--- src/rtl/dcache_mem_controller_pkg.sv ---
// rtl/dcache_mem_controller_pkg.sv - shared types and widths for the dcache memory controller
package dcache_mem_pkg;

    localparam int NUM_CONSUMERS_DEFAULT = 8;

    // Index width for a consumer count; never below one bit so single-port builds still elaborate.
    function automatic int idx_bits(input int n);
        return (n > 1) ? $clog2(n) : 1;
    endfunction

    localparam int CONSUMER_IDX_BITS = idx_bits(NUM_CONSUMERS_DEFAULT);

    typedef enum logic [2:0] {
        CH_IDLE        = 3'd0,
        CH_READ_WAIT   = 3'd1,
        CH_WRITE_WAIT  = 3'd2,
        CH_READ_RELAY  = 3'd3,
        CH_WRITE_RELAY = 3'd4
    } ch_state_e;

endpackage

--- src/rtl/dcache_mem_controller_if.sv ---
// rtl/dcache_mem_controller_if.sv - dcache request ports and memory channel bus
interface dcache_mem_controller_if #(
    parameter int ADDR_BITS     = 8,
    parameter int DATA_BITS     = 8,
    parameter int NUM_CONSUMERS = 8,
    parameter int NUM_CHANNELS  = 2
) ();

    logic [NUM_CONSUMERS-1:0]                consumer_read_valid;
    logic [NUM_CONSUMERS-1:0][ADDR_BITS-1:0] consumer_read_address;
    logic [NUM_CONSUMERS-1:0]                consumer_read_ready;
    logic [NUM_CONSUMERS-1:0][DATA_BITS-1:0] consumer_read_data;
    logic [NUM_CONSUMERS-1:0]                consumer_write_valid;
    logic [NUM_CONSUMERS-1:0][ADDR_BITS-1:0] consumer_write_address;
    logic [NUM_CONSUMERS-1:0][DATA_BITS-1:0] consumer_write_data;
    logic [NUM_CONSUMERS-1:0]                consumer_write_ready;

    logic [NUM_CHANNELS-1:0]                 mem_read_valid;
    logic [NUM_CHANNELS-1:0][ADDR_BITS-1:0]  mem_read_address;
    logic [NUM_CHANNELS-1:0]                 mem_read_ready;
    logic [NUM_CHANNELS-1:0][DATA_BITS-1:0]  mem_read_data;
    logic [NUM_CHANNELS-1:0]                 mem_write_valid;
    logic [NUM_CHANNELS-1:0][ADDR_BITS-1:0]  mem_write_address;
    logic [NUM_CHANNELS-1:0][DATA_BITS-1:0]  mem_write_data;
    logic [NUM_CHANNELS-1:0]                 mem_write_ready;

    // Controller view: responds to the dcache, issues to memory.
    modport slave (
        input  consumer_read_valid, consumer_read_address,
        input  consumer_write_valid, consumer_write_address, consumer_write_data,
        input  mem_read_ready, mem_read_data, mem_write_ready,
        output consumer_read_ready, consumer_read_data, consumer_write_ready,
        output mem_read_valid, mem_read_address,
        output mem_write_valid, mem_write_address, mem_write_data
    );

    // Environment view: the dcache requesters plus the external memory.
    modport master (
        output consumer_read_valid, consumer_read_address,
        output consumer_write_valid, consumer_write_address, consumer_write_data,
        output mem_read_ready, mem_read_data, mem_write_ready,
        input  consumer_read_ready, consumer_read_data, consumer_write_ready,
        input  mem_read_valid, mem_read_address,
        input  mem_write_valid, mem_write_address, mem_write_data
    );

endinterface

--- src/rtl/dcache_mem_controller_channel.sv ---
// rtl/dcache_mem_controller_channel.sv - one memory channel: claim, wait on memory, relay to consumer
module dcache_mem_channel
    import dcache_mem_pkg::*;
#(
    parameter int ADDR_BITS     = 8,
    parameter int DATA_BITS     = 8,
    parameter int NUM_CONSUMERS = 8,
    parameter int IDX_BITS      = CONSUMER_IDX_BITS
) (
    input  logic                     clk,
    input  logic                     reset,
    input  logic                     claim_i,
    input  logic                     claim_read_i,
    input  logic [IDX_BITS-1:0]      claim_idx_i,
    input  logic [ADDR_BITS-1:0]     claim_addr_i,
    input  logic [DATA_BITS-1:0]     claim_data_i,
    input  logic [NUM_CONSUMERS-1:0] consumer_read_valid_i,
    input  logic [NUM_CONSUMERS-1:0] consumer_write_valid_i,
    input  logic                     mem_read_ready_i,
    input  logic                     mem_write_ready_i,
    output logic                     idle_o,
    output logic                     rd_done_o,
    output logic                     wr_done_o,
    output logic                     release_o,
    output logic [IDX_BITS-1:0]      idx_o,
    output logic                     mem_read_valid_o,
    output logic [ADDR_BITS-1:0]     mem_read_address_o,
    output logic                     mem_write_valid_o,
    output logic [ADDR_BITS-1:0]     mem_write_address_o,
    output logic [DATA_BITS-1:0]     mem_write_data_o
);

    ch_state_e            state_q;
    logic [IDX_BITS-1:0]  idx_q;
    logic                 rd_valid_q;
    logic [ADDR_BITS-1:0] rd_addr_q;
    logic                 wr_valid_q;
    logic [ADDR_BITS-1:0] wr_addr_q;
    logic [DATA_BITS-1:0] wr_data_q;

    // Memory ready only counts while waiting; relay ends once the served consumer drops its valid.
    assign idle_o    = (state_q == CH_IDLE);
    assign rd_done_o = (state_q == CH_READ_WAIT)  && mem_read_ready_i;
    assign wr_done_o = (state_q == CH_WRITE_WAIT) && mem_write_ready_i;
    assign release_o = ((state_q == CH_READ_RELAY)  && !consumer_read_valid_i[idx_q]) ||
                       ((state_q == CH_WRITE_RELAY) && !consumer_write_valid_i[idx_q]);
    assign idx_o     = idx_q;

    assign mem_read_valid_o    = rd_valid_q;
    assign mem_read_address_o  = rd_addr_q;
    assign mem_write_valid_o   = wr_valid_q;
    assign mem_write_address_o = wr_addr_q;
    assign mem_write_data_o    = wr_data_q;

    // Channel FSM with registered memory-side request outputs.
    always_ff @(posedge clk or negedge reset) begin
        if (!reset) begin
            state_q    <= CH_IDLE;
            idx_q      <= '0;
            rd_valid_q <= 1'b0;
            rd_addr_q  <= '0;
            wr_valid_q <= 1'b0;
            wr_addr_q  <= '0;
            wr_data_q  <= '0;
        end else begin
            case (state_q)
                CH_IDLE: begin
                    if (claim_i) begin
                        idx_q <= claim_idx_i;
                        if (claim_read_i) begin
                            rd_valid_q <= 1'b1;
                            rd_addr_q  <= claim_addr_i;
                            state_q    <= CH_READ_WAIT;
                        end else begin
                            wr_valid_q <= 1'b1;
                            wr_addr_q  <= claim_addr_i;
                            wr_data_q  <= claim_data_i;
                            state_q    <= CH_WRITE_WAIT;
                        end
                    end
                end
                CH_READ_WAIT: begin
                    if (rd_done_o) begin
                        rd_valid_q <= 1'b0;
                        state_q    <= CH_READ_RELAY;
                    end
                end
                CH_WRITE_WAIT: begin
                    if (wr_done_o) begin
                        wr_valid_q <= 1'b0;
                        state_q    <= CH_WRITE_RELAY;
                    end
                end
                CH_READ_RELAY, CH_WRITE_RELAY: begin
                    if (release_o) begin
                        state_q <= CH_IDLE;
                    end
                end
                default: state_q <= CH_IDLE;
            endcase
        end
    end

endmodule

--- src/rtl/dcache_mem_controller.sv ---
// rtl/dcache_mem_controller.sv - arbitrates dcache read/write requests onto memory channels
module dcache_mem_controller
    import dcache_mem_pkg::*;
#(
    parameter int ADDR_BITS     = 8,
    parameter int DATA_BITS     = 8,
    parameter int NUM_CONSUMERS = NUM_CONSUMERS_DEFAULT,
    parameter int NUM_CHANNELS  = 2
) (
    input  logic                    clk,
    input  logic                    reset,
    dcache_mem_controller_if.slave  bus
);

    localparam int IDX_BITS = idx_bits(NUM_CONSUMERS);

    logic [NUM_CONSUMERS-1:0]                serving_q;
    logic [NUM_CONSUMERS-1:0]                rd_ready_q;
    logic [NUM_CONSUMERS-1:0]                wr_ready_q;
    logic [NUM_CONSUMERS-1:0][DATA_BITS-1:0] rd_data_q;

    logic [NUM_CONSUMERS-1:0] avail;
    logic [NUM_CHANNELS-1:0]  claim_v;
    logic [NUM_CHANNELS-1:0]  claim_rd;
    logic [IDX_BITS-1:0]      claim_idx  [NUM_CHANNELS];
    logic [ADDR_BITS-1:0]     claim_addr [NUM_CHANNELS];
    logic [DATA_BITS-1:0]     claim_data [NUM_CHANNELS];

    logic                     ch_idle [NUM_CHANNELS];
    logic                     rd_done [NUM_CHANNELS];
    logic                     wr_done [NUM_CHANNELS];
    logic                     ch_rel  [NUM_CHANNELS];
    logic [IDX_BITS-1:0]      ch_idx  [NUM_CHANNELS];
    logic                     m_rv    [NUM_CHANNELS];
    logic [ADDR_BITS-1:0]     m_ra    [NUM_CHANNELS];
    logic                     m_wv    [NUM_CHANNELS];
    logic [ADDR_BITS-1:0]     m_wa    [NUM_CHANNELS];
    logic [DATA_BITS-1:0]     m_wd    [NUM_CHANNELS];

    // Claim chain: each idle channel takes the lowest pending unserved consumer, hiding it from later channels.
    always_comb begin
        avail = (bus.consumer_read_valid | bus.consumer_write_valid) & ~serving_q;
        for (int c = 0; c < NUM_CHANNELS; c++) begin
            claim_v[c]   = 1'b0;
            claim_rd[c]  = 1'b0;
            claim_idx[c] = '0;
            if (ch_idle[c]) begin
                for (int i = 0; i < NUM_CONSUMERS; i++) begin
                    if (!claim_v[c] && avail[i]) begin
                        claim_v[c]   = 1'b1;
                        claim_idx[c] = IDX_BITS'(i);
                        claim_rd[c]  = bus.consumer_read_valid[i];
                    end
                end
            end
            if (claim_v[c]) begin
                avail[claim_idx[c]] = 1'b0;
            end
        end
    end

    // Select the claimed consumer's address/data; read takes priority over write.
    always_comb begin
        for (int c = 0; c < NUM_CHANNELS; c++) begin
            claim_addr[c] = claim_rd[c] ? bus.consumer_read_address[claim_idx[c]]
                                        : bus.consumer_write_address[claim_idx[c]];
            claim_data[c] = bus.consumer_write_data[claim_idx[c]];
        end
    end

    for (genvar c = 0; c < NUM_CHANNELS; c++) begin : g_ch
        dcache_mem_channel #(
            .ADDR_BITS     (ADDR_BITS),
            .DATA_BITS     (DATA_BITS),
            .NUM_CONSUMERS (NUM_CONSUMERS),
            .IDX_BITS      (IDX_BITS)
        ) u_ch (
            .clk                    (clk),
            .reset                  (reset),
            .claim_i                (claim_v[c]),
            .claim_read_i           (claim_rd[c]),
            .claim_idx_i            (claim_idx[c]),
            .claim_addr_i           (claim_addr[c]),
            .claim_data_i           (claim_data[c]),
            .consumer_read_valid_i  (bus.consumer_read_valid),
            .consumer_write_valid_i (bus.consumer_write_valid),
            .mem_read_ready_i       (bus.mem_read_ready[c]),
            .mem_write_ready_i      (bus.mem_write_ready[c]),
            .idle_o                 (ch_idle[c]),
            .rd_done_o              (rd_done[c]),
            .wr_done_o              (wr_done[c]),
            .release_o              (ch_rel[c]),
            .idx_o                  (ch_idx[c]),
            .mem_read_valid_o       (m_rv[c]),
            .mem_read_address_o     (m_ra[c]),
            .mem_write_valid_o      (m_wv[c]),
            .mem_write_address_o    (m_wa[c]),
            .mem_write_data_o       (m_wd[c])
        );
    end

    // Gather per-channel memory requests onto the bus.
    always_comb begin
        for (int c = 0; c < NUM_CHANNELS; c++) begin
            bus.mem_read_valid[c]    = m_rv[c];
            bus.mem_read_address[c]  = m_ra[c];
            bus.mem_write_valid[c]   = m_wv[c];
            bus.mem_write_address[c] = m_wa[c];
            bus.mem_write_data[c]    = m_wd[c];
        end
    end

    // Serving mask and per-consumer ack/data; read data stays put after ready falls.
    always_ff @(posedge clk or negedge reset) begin
        if (!reset) begin
            serving_q  <= '0;
            rd_ready_q <= '0;
            wr_ready_q <= '0;
            rd_data_q  <= '0;
        end else begin
            for (int c = 0; c < NUM_CHANNELS; c++) begin
                if (claim_v[c]) begin
                    serving_q[claim_idx[c]] <= 1'b1;
                end
                if (rd_done[c]) begin
                    rd_ready_q[ch_idx[c]] <= 1'b1;
                    rd_data_q[ch_idx[c]]  <= bus.mem_read_data[c];
                end
                if (wr_done[c]) begin
                    wr_ready_q[ch_idx[c]] <= 1'b1;
                end
                if (ch_rel[c]) begin
                    serving_q[ch_idx[c]]  <= 1'b0;
                    rd_ready_q[ch_idx[c]] <= 1'b0;
                    wr_ready_q[ch_idx[c]] <= 1'b0;
                end
            end
        end
    end

    assign bus.consumer_read_ready  = rd_ready_q;
    assign bus.consumer_write_ready = wr_ready_q;
    assign bus.consumer_read_data   = rd_data_q;

endmodule

--- src/flat_wrapper.sv ---
// flat-port wrapper written by rule: the top's interface ports become plain ports
module dcache_mem_controller_flat import dcache_mem_pkg::*;
#(
    parameter int ADDR_BITS     = 8,
    parameter int DATA_BITS     = 8,
    parameter int NUM_CONSUMERS = NUM_CONSUMERS_DEFAULT,
    parameter int NUM_CHANNELS  = 2
)
  (clk, reset, bus_consumer_read_valid, bus_consumer_read_address, bus_consumer_write_valid, bus_consumer_write_address, bus_consumer_write_data, bus_mem_read_ready, bus_mem_read_data, bus_mem_write_ready, bus_consumer_read_ready, bus_consumer_read_data, bus_consumer_write_ready, bus_mem_read_valid, bus_mem_read_address, bus_mem_write_valid, bus_mem_write_address, bus_mem_write_data);
  dcache_mem_controller_if #(.ADDR_BITS(ADDR_BITS), .DATA_BITS(DATA_BITS), .NUM_CONSUMERS(NUM_CONSUMERS), .NUM_CHANNELS(NUM_CHANNELS)) bus_i ();
  input  logic clk;
  input  logic reset;
  input wire logic [$bits(bus_i.consumer_read_valid)-1:0] bus_consumer_read_valid;
  input wire logic [$bits(bus_i.consumer_read_address)-1:0] bus_consumer_read_address;
  input wire logic [$bits(bus_i.consumer_write_valid)-1:0] bus_consumer_write_valid;
  input wire logic [$bits(bus_i.consumer_write_address)-1:0] bus_consumer_write_address;
  input wire logic [$bits(bus_i.consumer_write_data)-1:0] bus_consumer_write_data;
  input wire logic [$bits(bus_i.mem_read_ready)-1:0] bus_mem_read_ready;
  input wire logic [$bits(bus_i.mem_read_data)-1:0] bus_mem_read_data;
  input wire logic [$bits(bus_i.mem_write_ready)-1:0] bus_mem_write_ready;
  output wire logic [$bits(bus_i.consumer_read_ready)-1:0] bus_consumer_read_ready;
  output wire logic [$bits(bus_i.consumer_read_data)-1:0] bus_consumer_read_data;
  output wire logic [$bits(bus_i.consumer_write_ready)-1:0] bus_consumer_write_ready;
  output wire logic [$bits(bus_i.mem_read_valid)-1:0] bus_mem_read_valid;
  output wire logic [$bits(bus_i.mem_read_address)-1:0] bus_mem_read_address;
  output wire logic [$bits(bus_i.mem_write_valid)-1:0] bus_mem_write_valid;
  output wire logic [$bits(bus_i.mem_write_address)-1:0] bus_mem_write_address;
  output wire logic [$bits(bus_i.mem_write_data)-1:0] bus_mem_write_data;
  assign bus_i.consumer_read_valid = bus_consumer_read_valid;
  assign bus_i.consumer_read_address = bus_consumer_read_address;
  assign bus_i.consumer_write_valid = bus_consumer_write_valid;
  assign bus_i.consumer_write_address = bus_consumer_write_address;
  assign bus_i.consumer_write_data = bus_consumer_write_data;
  assign bus_i.mem_read_ready = bus_mem_read_ready;
  assign bus_i.mem_read_data = bus_mem_read_data;
  assign bus_i.mem_write_ready = bus_mem_write_ready;
  assign bus_consumer_read_ready = bus_i.consumer_read_ready;
  assign bus_consumer_read_data = bus_i.consumer_read_data;
  assign bus_consumer_write_ready = bus_i.consumer_write_ready;
  assign bus_mem_read_valid = bus_i.mem_read_valid;
  assign bus_mem_read_address = bus_i.mem_read_address;
  assign bus_mem_write_valid = bus_i.mem_write_valid;
  assign bus_mem_write_address = bus_i.mem_write_address;
  assign bus_mem_write_data = bus_i.mem_write_data;
  dcache_mem_controller #(.ADDR_BITS(ADDR_BITS), .DATA_BITS(DATA_BITS), .NUM_CONSUMERS(NUM_CONSUMERS), .NUM_CHANNELS(NUM_CHANNELS)) u_core (.clk(clk), .reset(reset), .bus(bus_i));
endmodule
--- config.mk ---
export PLATFORM = sky130hd
export DESIGN_NAME = dcache_mem_controller_flat
export DESIGN_NICKNAME = d
export VERILOG_FILES = /design/src/rtl/dcache_mem_controller_pkg.sv /design/src/rtl/dcache_mem_controller_if.sv /design/src/rtl/dcache_mem_controller_channel.sv /design/src/rtl/dcache_mem_controller.sv /design/src/flat_wrapper.sv
export SDC_FILE = /design/constraint.sdc
export NUM_CORES = 1
export LEC_CHECK = 0
export ABC_AREA = 1
export CORE_AREA = 2 2 156 158
export DETAILED_ROUTE_END_ITERATION = 8
export DIE_AREA = 0 0 158 160
export PLACE_DENSITY_LB_ADDON = 0.12
export REMOVE_ABC_BUFFERS = 1
export SYNTH_ARGS = -nofsm -noshare
export SYNTH_HDL_FRONTEND = slang
export SYNTH_SLANG_ARGS = --single-unit
--- constraint.sdc ---
create_clock -name clk -period 3.6 [get_ports clk]
set_input_delay 0.72 -clock clk [delete_from_list [all_inputs] [get_ports clk]]
set_output_delay 0.72 -clock clk [all_outputs]
set_load 0.02 [all_outputs]
Yosys cells after proc, flatten, opt, wreduce, memory -nomap -nowiden
Index checks and enable logic that the tools add are counted.
Operators by class
  magnitude comparators: 8
  equality and inequality tests: 20
  multiplexer cells: 145
  bitwise gates (word level): 21
  reduce and logical (&&, ||, !) cells: 66
Operators by type and width (count)
  $mux W8: 23
  $bmux W8 S3: 6
  $bwmux W64: 2
  $mux W64: 2
  $mux W1: 72
  $and A8 B8 Y8: 8
  $or A8 B8 Y8: 7
  $mux W3: 18
  $demux W8 S3: 2
  $not A8 Y8: 4
  $logic_and A1 B1 Y1: 26
  $ne A2 B2 Y1 const B: 12
  $pmux W3 S4: 2
  $reduce_and A4 Y1: 6
  $logic_not A1 Y1: 18
  $lt A3 B4 Y1 const B: 4
  $bmux W1 S3: 4
  $demux W1 S3: 4
  $eq A3 B2 Y1 const B: 4
  $ge A3 B1 Y1 const B: 4
  $mux W2: 6
  $reduce_and A3 Y1: 4
  $pmux W1 S2: 4
  $reduce_bool A2 Y1: 4
  other kinds (7): 14
Storage, ports and cells
  flip-flop bits (word level): 152
  bits of input ports: 230
  output and inout port bits: 132
  word-level logic and storage cells: 285

Depth between registers and ports, before layout
  depth after elaboration: 77
  mapped depth: 27
  mapped depth without buffers: 25

Cells and area by module
Synthesis repeated with hierarchy kept, for this count alone.
Unflattened totals
  cells, all modules: 1744
  area, all modules: 11300.8 um^2
Modules (own cells, without submodules)
  dcache_mem_controller: instances 1, cells each 1408, area each 8303.0 um^2, sequential area each 2202.1 um^2
  dcache_mem_channel: instances 2, cells each 168, area each 1498.9 um^2, sequential area each 800.8 um^2

Worst setup path after synthesis
OpenSTA, ideal clock, no wires.
  kind: in2reg
  from: input port bus_consumer_write_valid[6]
  to: register u_core.g_ch[1].u_ch.wr_addr_q[0]
  data arrival time: 2.963 ns
  required time: 3.483 ns
  slack: 0.520 ns
  stages: 19
  buffers on the path: 3
  cell sequence: o21bai_2 > inv_1 > o31ai_1 > nand4_4 > o21bai_4 > nand4_4 > nor2_1 > nand4_1 > nand2_1 > nand2_2 > buf_6 > buf_6 > buf_6 > nand2_1 > nand2_1 > nand2_1 > nand3_1 > nor2_1 > nor2_1
Between the ends
  word-level cells in the longest chain between the ends: 49
RTL lines
  start, declared: line flat_wrapper.sv:15  | input wire logic [$bits(bus_i.consumer_write_valid)-1:0] bus_consumer_write_valid;
  $or A8 B8 Y8 (*): line dcache_mem_controller.sv:42  | avail = (bus.consumer_read_valid | bus.consumer_write_valid) & ~serving_q;
  $and A8 B8 Y8 (*): line dcache_mem_controller.sv:42
  $logic_and A1 B1 Y1: line dcache_mem_controller.sv:49  | if (!claim_v[c] && avail[i]) begin
  $mux W1: line dcache_mem_controller.sv:49
  $mux W1: line dcache_mem_controller.sv:47  | if (ch_idle[c]) begin
  $logic_not A1 Y1: line dcache_mem_controller.sv:49
  $logic_and A1 B1 Y1: line dcache_mem_controller.sv:49
  $mux W3: line dcache_mem_controller.sv:49
  [33 not listed]
  $mux W1: line dcache_mem_controller.sv:47
  $logic_not A1 Y1: line dcache_mem_controller.sv:49
  $logic_and A1 B1 Y1: line dcache_mem_controller.sv:49
  $mux W3: line dcache_mem_controller.sv:49
  $mux W3: line dcache_mem_controller.sv:47
  $bmux W8 S3 (on tied branches): line dcache_mem_controller.sv:66, dcache_mem_controller.sv:65
  $mux W8 (on tied branches): line dcache_mem_controller.sv:66, dcache_mem_controller.sv:65
  $mux W8: line dcache_mem_controller.sv:65  | claim_addr[c] = claim_rd[c] ? bus.consumer_read_address[claim_idx[c]]
  end signal, assigned: line dcache_mem_controller_channel.sv:76  | wr_addr_q <= claim_addr_i;
  end, declared: line dcache_mem_controller_channel.sv:38  | logic [ADDR_BITS-1:0] wr_addr_q;
Every way passes the cells marked *; elsewhere a longest branch is shown, timed or not. The select of a mux whose other input is x is not followed.
A chain may end at the register's enable or synchronous reset.

Worst setup path after layout
  from: input port bus_consumer_read_valid[4]
  to: register u_core.g_ch[1].u_ch.wr_data_q[4]
Between the ends
  word-level cells in the longest chain between the ends: 56
RTL lines
  start, declared: line flat_wrapper.sv:13  | input wire logic [$bits(bus_i.consumer_read_valid)-1:0] bus_consumer_read_valid;
  $or A8 B8 Y8: line dcache_mem_controller.sv:42
  $and A8 B8 Y8: line dcache_mem_controller.sv:42
  $logic_and A1 B1 Y1: line dcache_mem_controller.sv:49
  $mux W1: line dcache_mem_controller.sv:49
  $mux W1: line dcache_mem_controller.sv:47
  $logic_not A1 Y1: line dcache_mem_controller.sv:49
  $logic_and A1 B1 Y1: line dcache_mem_controller.sv:49
  $mux W1: line dcache_mem_controller.sv:49
  [40 not listed]
  $mux W1: line dcache_mem_controller.sv:49
  $mux W1: line dcache_mem_controller.sv:47
  $logic_not A1 Y1: line dcache_mem_controller.sv:49
  $logic_and A1 B1 Y1: line dcache_mem_controller.sv:49
  $mux W3 / $mux W1 (equally long branches): line dcache_mem_controller.sv:49
  $mux W3 / $mux W1 (equally long branches): line dcache_mem_controller.sv:47
  $bmux W8 S3 / $not A1 Y1 (equally long branches)
  $mux W8 (implied by the code) / $reduce_and A3 Y1 (equally long branches)
  end signal, assigned: line dcache_mem_controller_channel.sv:77  | wr_data_q <= claim_data_i;
  end, declared: line dcache_mem_controller_channel.sv:39  | logic [DATA_BITS-1:0] wr_data_q;
Several ways; a longest one is shown, not always the timed one. The select of a mux whose other input is x is not followed.

==> impl_metrics.ini <==
[cells_and_area]
final_cells = 2434
regArea_sq_um = 3804
nets = 2326
stdcell_area_sq_um = 16550
multi_input_area_sq_um = 6287
area_growth_pct = 50.86
drive_gt1_frac = 0.1076
nFillCells = 2107

[clock_tree]
hold_buffers = 0
clk_pin_slew_ns = 0.08
clock-sinks = 152
cts_tree = done
clock_latency_ns = 0.45
htree_num_levels = 4
cts_buffers = 17
root_buffer = clkbuf_16
max-clock-path-buffers = 2

[synth]
yosys.area_share.simple = 0.3289
synth_top_area_frac = 0.3468
yosys-top-cells-area = dfrtp_1, nand2_1, nor2_1
synth_edf_count = 0
yosys_warnings = 0
yosys_register_bits = 152
synth_top_flop_cell = dfrtp_1
synth_fa_ha_area_frac = 0
synth_area_sq_um = 10970
yosysUniqueCellTypes = 50
synth_top_family_by_area = simple AND/OR/NAND/NOR gates
synth_area_per_cell_sq_um = 6.525
synthCells = 1681
synthMuxAreaShare = 0
yosysTopAreaCell = dfrtp_1
synth_compound_area_frac = 0.2351
yosysSeqAreaShare = 0.3468
synth-xor-area-share = 0
async_flop_share = 1.000

[placement]
placedInstanceArea_sq_um = 15690
port_buffers = 361
place_congestion = 0.9535
dp_cells = 2390
place_ws_ns = -0.4344
dp_hpwl_um = 34980

[die]
ios = 362
die-width_um = 158
die_y_um = 160
rows = 57
dieArea_sq_um = 25280
start_util = 0.4604
core_sq_um = 23820

[power_and_ir_drop]
p_comb_frac = 0.690
power_uw = 16340
internal_power_uw = 8129
power.density_nw_per_um2 = 987.5
p_leak_uw = 0.007527
clockPowerShare = 0.115
p_sw_uw = 8210
switching_share = 0.5025
pwr-share-seq = 0.195
vdd_drop_max_uv = 522.4

[grt]
grt_max_degree = 89
antenna_found_initial = 1
overflow = 0
grt_first_pass_wirelength_um = 72130
track_usage = 0.3673
grt_pass1_vias = 13010

[routing]
via_count = 13860
wl_um = 47890
first_iter_violations = 1383
via_per_inst = 5.694
drcViolationCount = 0
drtPass1Iterations = 5
routedWlPerCell_um = 19.68
ant_nets = 0

[flow_run]
maxCapViolCount = 0

[worst_setup_path]
arrival_ns = 3.89
cp_max_fo = 8
cpMostUsedCell = buf_4
worst_setup_path_end_kind = register
worst_setup_path_start_kind = primary input
timing_worst_setup_path_type = in2reg
critical_path_required_ns = 3.95
slowest_delay_ns = 0.43
crit_chain = clkdlybuf4s50_1 > nor2_2 > nor2_4 > buf_4 > o31ai_2 > buf_4 > nand4_4 > o21ai_4 > nand4_4 > nor2_4 > nand4_1 > buf_4 > o21ai_1 > inv_1 > a21oi_4 > buf_12 > clkbuf_16 > nand2_1 > nor2_1 > nor2_1
crit_slowest_cell = clkdlybuf4s50_1

[sta]
skew_ns = 0.02058
finalMaxSlewViolations = 0
post-route-period-util = 0.9829
hold_viol_final = 0
tightestPinTransition_ns = 0.8256
setup_slack_ns = 0.06162
slew_headroom = 0.4496
layout_min_cycle_time_ns = 3.538
setup_viol = 0
max_freq_mhz = 282.6

[worst_hold_path]
hp-class = in2async

[status]
status = finished clean
## per-stage QoR
stage	utilization	hold slack, ns	setup TNS [ns]
floorplan	-	0.4244	-84.35
global placement	0.6587	0.4555	-8.042
detailed placement	0.6587	0.4616	-13.05
CTS	0.6846	0.3629	0
global route	0.6946	0.3805	-0.4804
finish	0.6946	0.3175	0
## repair_timing
action                                  in CTS  in global routing
endpoints found under the setup margin       1                 33
resized for setup                            1                 30
cloned                                       0                  3
pin swaps                                    0                 19
buffers inserted                             0                  8
## routing by layer
metal / part of all wire / vias up / track usage
met2: 0.47 / 836 / 0.6012
met3: 0.096 / 131 / 0.06703
met5: 0 / - / 0
met4: 0.042 / 0 / 0.1568
met1: 0.39 / 6437 / 0.4751
li1: - / 6454 / -
## logic make-up (layout without fill, tap and decap cells)
group	count (synthesis)	count (layout)
AO/OA/AOI/OAI	427	427
buffers and inverters	233	661
flip-flops	152	152
other	0	1
AND/OR/NAND/NOR	869	869
## critical path, delay by kind of cell
| family | cells | cell delay [ns] |
|---|---|---|
| buffers and inverters | 7 | 1.28 |
| AOI/OAI and AO/OA | 4 | 0.87 |
| and+or+nand+nor | 9 | 0.97 |
## synth_stat cells, types with 7 or more instances
library cell and number:
o22a_1 7, inv_1 124, o21bai_1 13, a211oi_1 17, a31oi_1 13, nor2_1 298
a21oi_1 91, a22oi_1 11, nand2_2 8, buf_4 12, inv_2 7, o21ai_1 15
nand2_1 396, o32a_1 10, nor3_1 29, o22ai_1 43, clkinv_1 9, nand3_1 109
clkbuf_1 53, o21ai_0 168, dfrtp_1 152, nand4_1 7, o221ai_1 8, buf_2 21
## sequential cells by signal, indices dropped and copies added (netlist names)
name and count:
u_core.bus.consumer_read_data 64, u_core.bus.consumer_read_ready 8, u_core.bus.consumer_write_ready 8, u_core.g_ch.u_ch.idx_o 6
u_core.g_ch.u_ch.mem_read_address_o 16, u_core.g_ch.u_ch.mem_read_valid_o 2, u_core.g_ch.u_ch.mem_write_address_o 16, u_core.g_ch.u_ch.mem_write_data_o 16
u_core.g_ch.u_ch.mem_write_valid_o 2, u_core.g_ch.u_ch.state_q 6, u_core.serving_q 8
## placed cells by master, fill, tap and decap left out, types with 8 or more instances in the layout
master	Yosys	final
a211oi_1	17	17
a21oi_1	91	91
a22oi_1	11	11
a31oi_1	13	13
buf_12	0	21
buf_4	12	102
clkbuf_16	0	19
clkdlybuf4s50_1	0	349
clkinv_1	9	9
dfrtp_1	152	152
dlymetal6s2s_1	0	11
inv_1	124	124
nand2_1	396	393
nand2_2	8	8
nand3_1	109	109
nor2_1	298	289
nor2_2	4	9
nor2_4	5	9
nor3_1	29	29
o21ai_0	168	168
o21ai_1	15	11
o21ai_2	6	10
o21bai_1	13	13
o221ai_1	8	8
o22ai_1	43	43
o32a_1	10	10
## final timing paths
check	depth (start not counted)	slack, ns	endpoint	start
worst min-delay path	1	0.32	u_core.g_ch[0].u_ch.state_q[0]	reset
worst min register to register	2	0.48	u_core.g_ch[0].u_ch.mem_read_valid_o	u_core.g_ch[0].u_ch.mem_read_valid_o
max in group asynchronous	2	2.40	u_core.bus.consumer_read_data[9]	reset
min in group clk	2	0.48	u_core.g_ch[0].u_ch.mem_read_valid_o	u_core.g_ch[0].u_ch.mem_read_valid_o
worst max register to register	21	0.19	u_core.g_ch[1].u_ch.mem_write_data_o[4]	u_core.serving_q[2]
worst max-delay path	20	0.06	u_core.g_ch[1].u_ch.mem_write_data_o[4]	bus_consumer_read_valid[4]
## power by group through the flow
stage,Sequential (uW),Clock (uW),Combinational (uW)
2_1_floorplan,3930,0,4870
3_3_place_gp,3190,0,10600
3_5_place_dp,3200,0,10700
4_1_cts,3180,1880,10800
5_1_grt,3270,1950,12100
6_report,3190,1880,11300
## cell type report
cell class | instances | share of cell area
antenna | 1 | 0.0001512
clock buffer | 17 | 0.02571
clock inverter | 15 | 0.01142
inverter | 141 | 0.03214
multi-input combinational | 1296 | 0.3800
sequential | 152 | 0.2299
tap | 324 | 0.02450
timing repair buffer | 488 | 0.2962
Power figures use the tool's default switching activity.
